===== src/rtl/lut_sweeper.sv =====
// Run-time programmable N-input truth table with registered lookup, serial
// MSB-first reprogramming and a sweep engine that lists every entry and counts the ones.
module lut_sweeper #(
  parameter int N = 4,
  parameter logic [(1<<N)-1:0] INIT = 16'h0AC5
) (
  input  logic         clk,
  input  logic         rst,
  input  logic [N-1:0] x,
  output logic         y,
  input  logic         load_en,
  input  logic         load_bit,
  output logic         load_done,
  input  logic         sweep_start,
  output logic         sweep_busy,
  output logic         sweep_valid,
  output logic [N-1:0] sweep_idx,
  output logic         sweep_y,
  output logic         sweep_done,
  output logic [N:0]   ones_cnt
);

  localparam int W = 1 << N;
  localparam logic [N:0] LAST_BIT = (N+1)'(W - 1);
  localparam logic [N-1:0] LAST_IDX = '1;

  typedef enum logic [1:0] {IDLE, LOAD, SWEEP, DONE} state_t;

  state_t         state_q, state_d;
  logic [W-1:0]   table_q, table_d;
  logic [W-1:0]   shadow_q, shadow_d;
  logic [N:0]     cnt_q, cnt_d;
  logic [N-1:0]   k_q, k_d;
  logic [N:0]     ones_q, ones_d;
  logic           y_q, y_d;
  logic           load_done_q, load_done_d;

  always_comb begin
    state_d     = state_q;
    table_d     = table_q;
    shadow_d    = shadow_q;
    cnt_d       = cnt_q;
    k_d         = k_q;
    ones_d      = ones_q;
    load_done_d = 1'b0;
    case (state_q)
      IDLE: begin
        // A load request takes priority; a simultaneous sweep request is dropped.
        if (load_en) begin
          shadow_d = {shadow_q[W-2:0], load_bit};
          cnt_d    = {{N{1'b0}}, 1'b1};
          state_d  = LOAD;
        end else if (sweep_start) begin
          k_d     = '0;
          ones_d  = '0;
          state_d = SWEEP;
        end
      end
      LOAD: begin
        if (load_en) begin
          shadow_d = {shadow_q[W-2:0], load_bit};
          if (cnt_q == LAST_BIT) begin
            table_d     = shadow_d;
            load_done_d = 1'b1;
            cnt_d       = '0;
            state_d     = IDLE;
          end else begin
            cnt_d = cnt_q + 1'b1;
          end
        end else begin
          cnt_d   = '0;
          state_d = IDLE;
        end
      end
      SWEEP: begin
        ones_d = ones_q + {{N{1'b0}}, table_q[k_q]};
        if (k_q == LAST_IDX) begin
          state_d = DONE;
        end else begin
          k_d = k_q + 1'b1;
        end
      end
      DONE: begin
        k_d     = '0;
        state_d = IDLE;
      end
      default: state_d = IDLE;
    endcase
    // The lookup sees a table committed at this same edge.
    y_d = table_d[x];
  end

  always_ff @(posedge clk or posedge rst) begin
    if (rst) begin
      state_q     <= IDLE;
      table_q     <= INIT;
      shadow_q    <= '0;
      cnt_q       <= '0;
      k_q         <= '0;
      ones_q      <= '0;
      y_q         <= 1'b0;
      load_done_q <= 1'b0;
    end else begin
      state_q     <= state_d;
      table_q     <= table_d;
      shadow_q    <= shadow_d;
      cnt_q       <= cnt_d;
      k_q         <= k_d;
      ones_q      <= ones_d;
      y_q         <= y_d;
      load_done_q <= load_done_d;
    end
  end

  assign y           = y_q;
  assign load_done   = load_done_q;
  assign sweep_valid = (state_q == SWEEP);
  assign sweep_busy  = (state_q == SWEEP) || (state_q == DONE);
  assign sweep_done  = (state_q == DONE);
  assign sweep_idx   = sweep_valid ? k_q : '0;
  assign sweep_y     = sweep_valid & table_q[k_q];
  assign ones_cnt    = ones_q;

endmodule


===== config.mk =====
export PLATFORM = sky130hd
export DESIGN_NAME = lut_sweeper
export DESIGN_NICKNAME = d
export VERILOG_FILES = /design/src/rtl/lut_sweeper.sv
export SDC_FILE = /design/constraint.sdc
export NUM_CORES = 1
export LEC_CHECK = 0
export CAP_MARGIN = 15
export CORE_MARGIN = 1.5
export CORE_UTILIZATION = 59
export CTS_BUF_LIST = sky130_fd_sc_hd__clkbuf_2 sky130_fd_sc_hd__clkbuf_4 sky130_fd_sc_hd__clkbuf_8
export CTS_CLUSTER_SIZE = 10
export DETAILED_ROUTE_END_ITERATION = 6
export PLACE_DENSITY = 0.91
export SYNTH_ARGS = -nofsm -noshare
export SYNTH_HDL_FRONTEND = slang
export SYNTH_SLANG_ARGS = --single-unit

===== constraint.sdc =====
create_clock -name clk -period 3.1 [get_ports clk]
set_input_delay 0.465 -clock clk [delete_from_list [all_inputs] [get_ports clk]]
set_output_delay 0.465 -clock clk [all_outputs]
set_load 0.01 [all_outputs]

# ---- After elaboration in Yosys (flattened, before gate mapping)
# Cells that the tools add are included.
dict set report op_classes {
  n_eq_ne 12
  n_shift 0
  n_lt_le_gt_ge 2
  reduce_logical 11
  add_sub_neg 3
  bitwise 1
  div 0
  mul 0
  mux 28
}
# operator count
set op_table {}
lappend op_table {{2-to-1 mux 16 bit} 3}
lappend op_table {{2-to-1 mux 5 bit} 5}
lappend op_table {{case mux 5 bit (2 select lines)} 2}
lappend op_table {{2-to-1 mux 4 bit} 4}
lappend op_table {{case mux 4 bit (3 select lines)} 1}
lappend op_table {{< comparator 4 x 5 -> 1 bit, second input constant} 2}
lappend op_table {{2-to-1 mux 2 bit} 5}
lappend op_table {{binary-select mux 1 bit (select 4 bit)} 2}
lappend op_table {{!= test 2 bit, second input constant} 4}
lappend op_table {{case mux 2 bit (4 select lines)} 1}
lappend op_table {{!= test 3 bit, second input constant} 2}
lappend op_table {{AND reduction 3 bit} 2}
lappend op_table {{adder 5 x 1 -> 5 bit} 1}
lappend op_table {{adder 5 x 1 -> 5 bit, second input constant} 1}
lappend op_table {{== test 5 x 4 -> 1 bit, second input constant} 1}
lappend op_table {{2-to-1 mux 1 bit} 5}
lappend op_table {{adder 4 x 1 -> 4 bit, second input constant} 1}
lappend op_table {{== test 2 bit, second input constant} 2}
lappend op_table {{== test 4 bit, second input constant} 1}
lappend op_table {{AND reduction 2 bit} 2}
lappend op_table {{AND reduction 4 bit} 1}
lappend op_table {{nonzero test 2 bit} 2}
lappend op_table {{nonzero test 3 bit} 1}
lappend op_table {{== test 2 x 1 -> 1 bit, second input constant} 1}
lappend op_table {{other kinds (5)} 5}
dict set report totals {
  n_memories 0
  ram_bits 0
  latchBits 0
  reg_bits 49
  rom_bits 0
}

# ---- Longest topological paths before layout
dict set report logic_depth {
  ltp_word 6
  ltp_mapped 8
  depth_no_buf 7
}

# ---- Least setup slack after synthesis
# OpenSTA, ideal clock, no wires.
dict set report synth_path {
  path_type {reg2reg}
  start {reg k_q[0]}
  end {reg ones_q[1], in the netlist ones_cnt[1]}
  setup_slack_ps 635
  stages_incl_launch_ff 7
  required_time_ps 2979
  t_arrival_ps 2344
  cell_sequence {dfrtp_1 > clkbuf_1 > mux4_2 > mux4_2 > ha_1 > ha_1 > a22o_1}
}
dict set report synth_via {
  elab_chain_cells 4
}
# element line_no
set synth_rtl {}
lappend synth_rtl {{start: declaration} 33} ;# logic [N-1:0] k_q, k_d;
lappend synth_rtl {{start signal: assignment} 108} ;# k_q <= k_d;
lappend synth_rtl {{binary-select mux 1 bit (select 4 bit)} 76} ;# ones_d = ones_q + {{N{1'b0}}, table_q[k_q]};
lappend synth_rtl {{2-to-1 mux 1 bit (not written as such)} 76}
lappend synth_rtl {{adder 5 x 1 -> 5 bit} 76}
lappend synth_rtl {{case mux 5 bit (2 select lines)} 46} ;# case (state_q)
lappend synth_rtl {{end signal: assignment} 109} ;# ones_q <= ones_d;
lappend synth_rtl {{end: declaration} 34} ;# logic [N:0] ones_q, ones_d;
# No other way between the ends. The select of a mux whose other input is x is not followed.
# A chain may end at the register's enable or synchronous reset.

# ---- Worst setup path after layout
dict set report layout_path {
  start {reg k_q[0]}
  end {out sweep_y}
}
dict set report layout_via {
  elab_chain_cells 3
}
# element line_no
set layout_rtl {}
lappend layout_rtl {{binary-select mux 1 bit (select 4 bit)} 121} ;# assign sweep_y = sweep_valid & table_q[k_q];
lappend layout_rtl {{2-to-1 mux 1 bit (not written as such)} 121}
lappend layout_rtl {{bitwise AND 1 bit} 121}
lappend layout_rtl {{end: declaration} 18} ;# output logic sweep_y,
# No other way between the ends. The select of a mux whose other input is x is not followed.

==> metrics.txt <==
vias in the first global route 1809; # rows 24; Max FO, Critical Path 10; area growth from synthesis to final layout 15.2%; total vias in the final route 1873; sequential cell area fraction in the yosys report 46.7%; global route overflow 0; number of synthesized flops with an enable pin 0; initial antenna violation count 0; count of final hold-check violations 0; end of the worst register-to-register path y; power density of the placed cells 550 nW/um^2; horizontal die dimension 69.9 um; filler cell count in the final layout 310; area enclosed by the die boundary 4890 um^2; net count of the finished layout 256; total of endpoints with negative setup slack in the final report 0; fraction of final layout cells sized beyond drive strength 1 25.8%; initial standard-cell utilization of the core 61.1%; syn nets 236; number of top-level design ports 24; HP Class primary input to async pin; CTS tree built; CP top delay family multiplexers; r2r worst-path depth 6; Worst path max stage delay 530 ps; DR pass1 iterations 4; run status finished, final reports clean; diodes inserted 0; top layer in use met4; drt via density 6.33; clk root buf sky130_fd_sc_hd__clkbuf_8; Critical Path, Cell by Cell mux4_2, mux4_2, and2_1, clkdlybuf4s50_1; Hold Slack 449 ps; xor and xnor fraction of the mapped netlist area 0%; mean post-synth cell area 11.8 um^2; postcts setup bufs 0; count of unique library cells instantiated by Yosys 45; chip height 69.9 um; DRC violation count after routing 0; max-cap viol count 0; Pins Over Slew Limit 0; setup TNS 0 ps; endpoint kind of the worst setup timing path primary output; maximum root-to-sink buffer count 2; number of sinks on the clock net 49; reg2reg setup slack 670 ps; count of state elements after synthesis 49; routed wirelength normalized by instance count 17.5 um; setup skew after layout 10.2 ps; wire length of the first global-routing pass 8630 um; most common flop cell mapped by yosys sky130_fd_sc_hd__dfrtp_1; share of the cycle needed by the critical path after routing 94.3%; Worst setup SP type register; post-route ant nets 0; RSZ-0062 raised after global routing false; GPL Wtd Cong 0.984; post-synthesis instance area 2640 um^2; clock transition at the registers of the reported paths 90 ps; fraction of the mapped netlist area in compound gates 8.62%; Num CTS Buffers 5; wire length on met1 2220 um; Final min period 2920 ps; dpl hpwl 3490 um; data required time of the worst path 2630 ps; mux share of post-synthesis cell area 25.8%; H-tree levels 2; input/output buffers 23; Synth Area in Simple Gates 13.8%; sum of buffers and inverters on the critical path 1; Core Footprint 4320 um^2; share of flip-flops with an asynchronous set or reset after synthesis 100%; overall global routing resource usage 22.6%; slew at the pin closest to its max-slew limit 451 ps; data arrival time of the worst path 2460 ps; wire length after detailed routing 5180 um; Static Leak 1.35 nW; routed wl met3 207 um; RR Startpoint cnt_q[0]; slowest cell on the critical path sky130_fd_sc_hd__mux4_2; Peak Freq 342 MHz; latest clock arrival within the worst-skew pair 300 ps; adder and majority cell fraction of the synthesized area 1.89%; cell count after synthesis 223; DRC violation total after the first TritonRoute iteration 103; worst vdd rail ir drop 0.000354 V; Critical Path Most Common Cell sky130_fd_sc_hd__mux4_2; largest net degree at the start of global routing 50; routed wl met2 2590 um; relative slew slack 69.6%; # hold bufs at CTS 0; Yosys warnings 0; type of the worst setup path register to primary output; dominant combinational cell family by area after synthesis multiplexers
cell families after synthesis:
family,Yosys count
flops,49
simple gates,62
buf+inv,19
compound gates,33
fa+ha+maj,4
mux,56
how the worst max path moves through the flow:
stage	startpoint	to	slack (ps)	depth (start not counted)
after global routing	k_q[0]	sweep_y	100	4
final	k_q[0]	sweep_y	180	4
after floorplan	k_q[0]	ones_cnt[1]	640	6
after global placement	k_q[0]	sweep_y	430	4
after CTS	k_q[0]	sweep_y	50	4
after detailed placement	k_q[0]	sweep_y	390	4
cell type report:
cell class / instances / area [um^2] / share of cell area (%)
clock inverters: 1 / 30.0 / 0.987
multi-input cells: 155 / 1320 / 43.5
flip-flops and latches: 49 / 1230 / 40.6
clock buffers: 7 / 90.1 / 2.96
well taps: 52 / 65.1 / 2.14
inverters: 3 / 11.3 / 0.370
repair buffers: 29 / 288 / 9.46
synth_stat cells, types with 2 or more instances:
master / number / area share [%]
sky130_fd_sc_hd__nor2_1: 5 / 0.71
sky130_fd_sc_hd__clkbuf_1: 9 / 1.3
sky130_fd_sc_hd__nand2b_1: 5 / 1.2
sky130_fd_sc_hd__a32oi_1: 3 / 0.99
sky130_fd_sc_hd__nand2_1: 12 / 1.7
sky130_fd_sc_hd__mux2i_1: 17 / 6.4
sky130_fd_sc_hd__mux4_2: 5 / 4.3
sky130_fd_sc_hd__o2111ai_1: 3 / 0.99
sky130_fd_sc_hd__ha_1: 4 / 1.9
sky130_fd_sc_hd__a21oi_1: 7 / 1.3
sky130_fd_sc_hd__buf_4: 2 / 0.57
sky130_fd_sc_hd__mux2_2: 32 / 14
sky130_fd_sc_hd__buf_2: 4 / 0.76
sky130_fd_sc_hd__dfrtp_1: 43 / 41
sky130_fd_sc_hd__a22o_1: 2 / 0.66
sky130_fd_sc_hd__nor2b_1: 8 / 1.9
sky130_fd_sc_hd__dfstp_2: 6 / 6.0
sky130_fd_sc_hd__and2_1: 6 / 1.4
sky130_fd_sc_hd__a41oi_1: 2 / 0.66
sky130_fd_sc_hd__nand3_1: 7 / 1.3
sky130_fd_sc_hd__o21ai_0: 8 / 1.5
sky130_fd_sc_hd__inv_1: 3 / 0.43
sky130_fd_sc_hd__nand4_1: 8 / 1.9
through the flow:
step                      instances  total power [W]  setup WS, ps  area [um^2]  util, %
final                           296          0.00167           176         3040     70.4
after global routing            296          0.00176          97.5         3040     70.4
after CTS                       295          0.00169          48.8         3020     69.9
after detailed placement        287          0.00121           392         2900     67.1
after global placement          287          0.00119           434         2900     67.1
after floorplan                 223          0.00111           635         2640        -
state kept, by name, indices dropped and copies added (netlist names):
name,count
y,1
k_q,4
state_q,2
table_q,16
cnt_q,5
shadow_q,15
ones_cnt,5
load_done,1
cells in the final DEF, fill, tap and decap left out, drive strengths merged, types with 3 or more instances in the layout:
cell,count
clkbuf,7
o21ai,8
mux2i,17
nand2b,5
and2,6
nand3,7
buf,6
nor2b,8
clkdlybuf4s50,23
inv,3
nor2,5
a21oi,7
dfstp,6
mux4,6
ha,4
a32oi,3
nand2,13
dfrtp,43
nand4,8
o2111ai,3
mux2,33
routing by layer:
layer | up-vias | global-route usage (%)
li1 | 872 | -
met1 | 940 | 28.9
met2 | 45 | 36.5
met3 | 16 | 5.63
met4 | 0 | 10.0
met5 | - | 0
repair_timing:
action | in CTS | in global routing
endpoints found under the hold margin | 0 | 0
gates resized for setup | 0 | 1
endpoints found under the setup margin | 0 | 1
where the power goes:
group | switching, W | leakage, nW | total (W) | internal [W]
Combinational | 0.000132 | 0.663 | 0.000312 | 0.000180
Clock | 0.000201 | 0.0619 | 0.000472 | 0.000272
Sequential | 0.000134 | 0.622 | 0.000890 | 0.000756
Note: power is estimated with default switching activity, not from simulation.
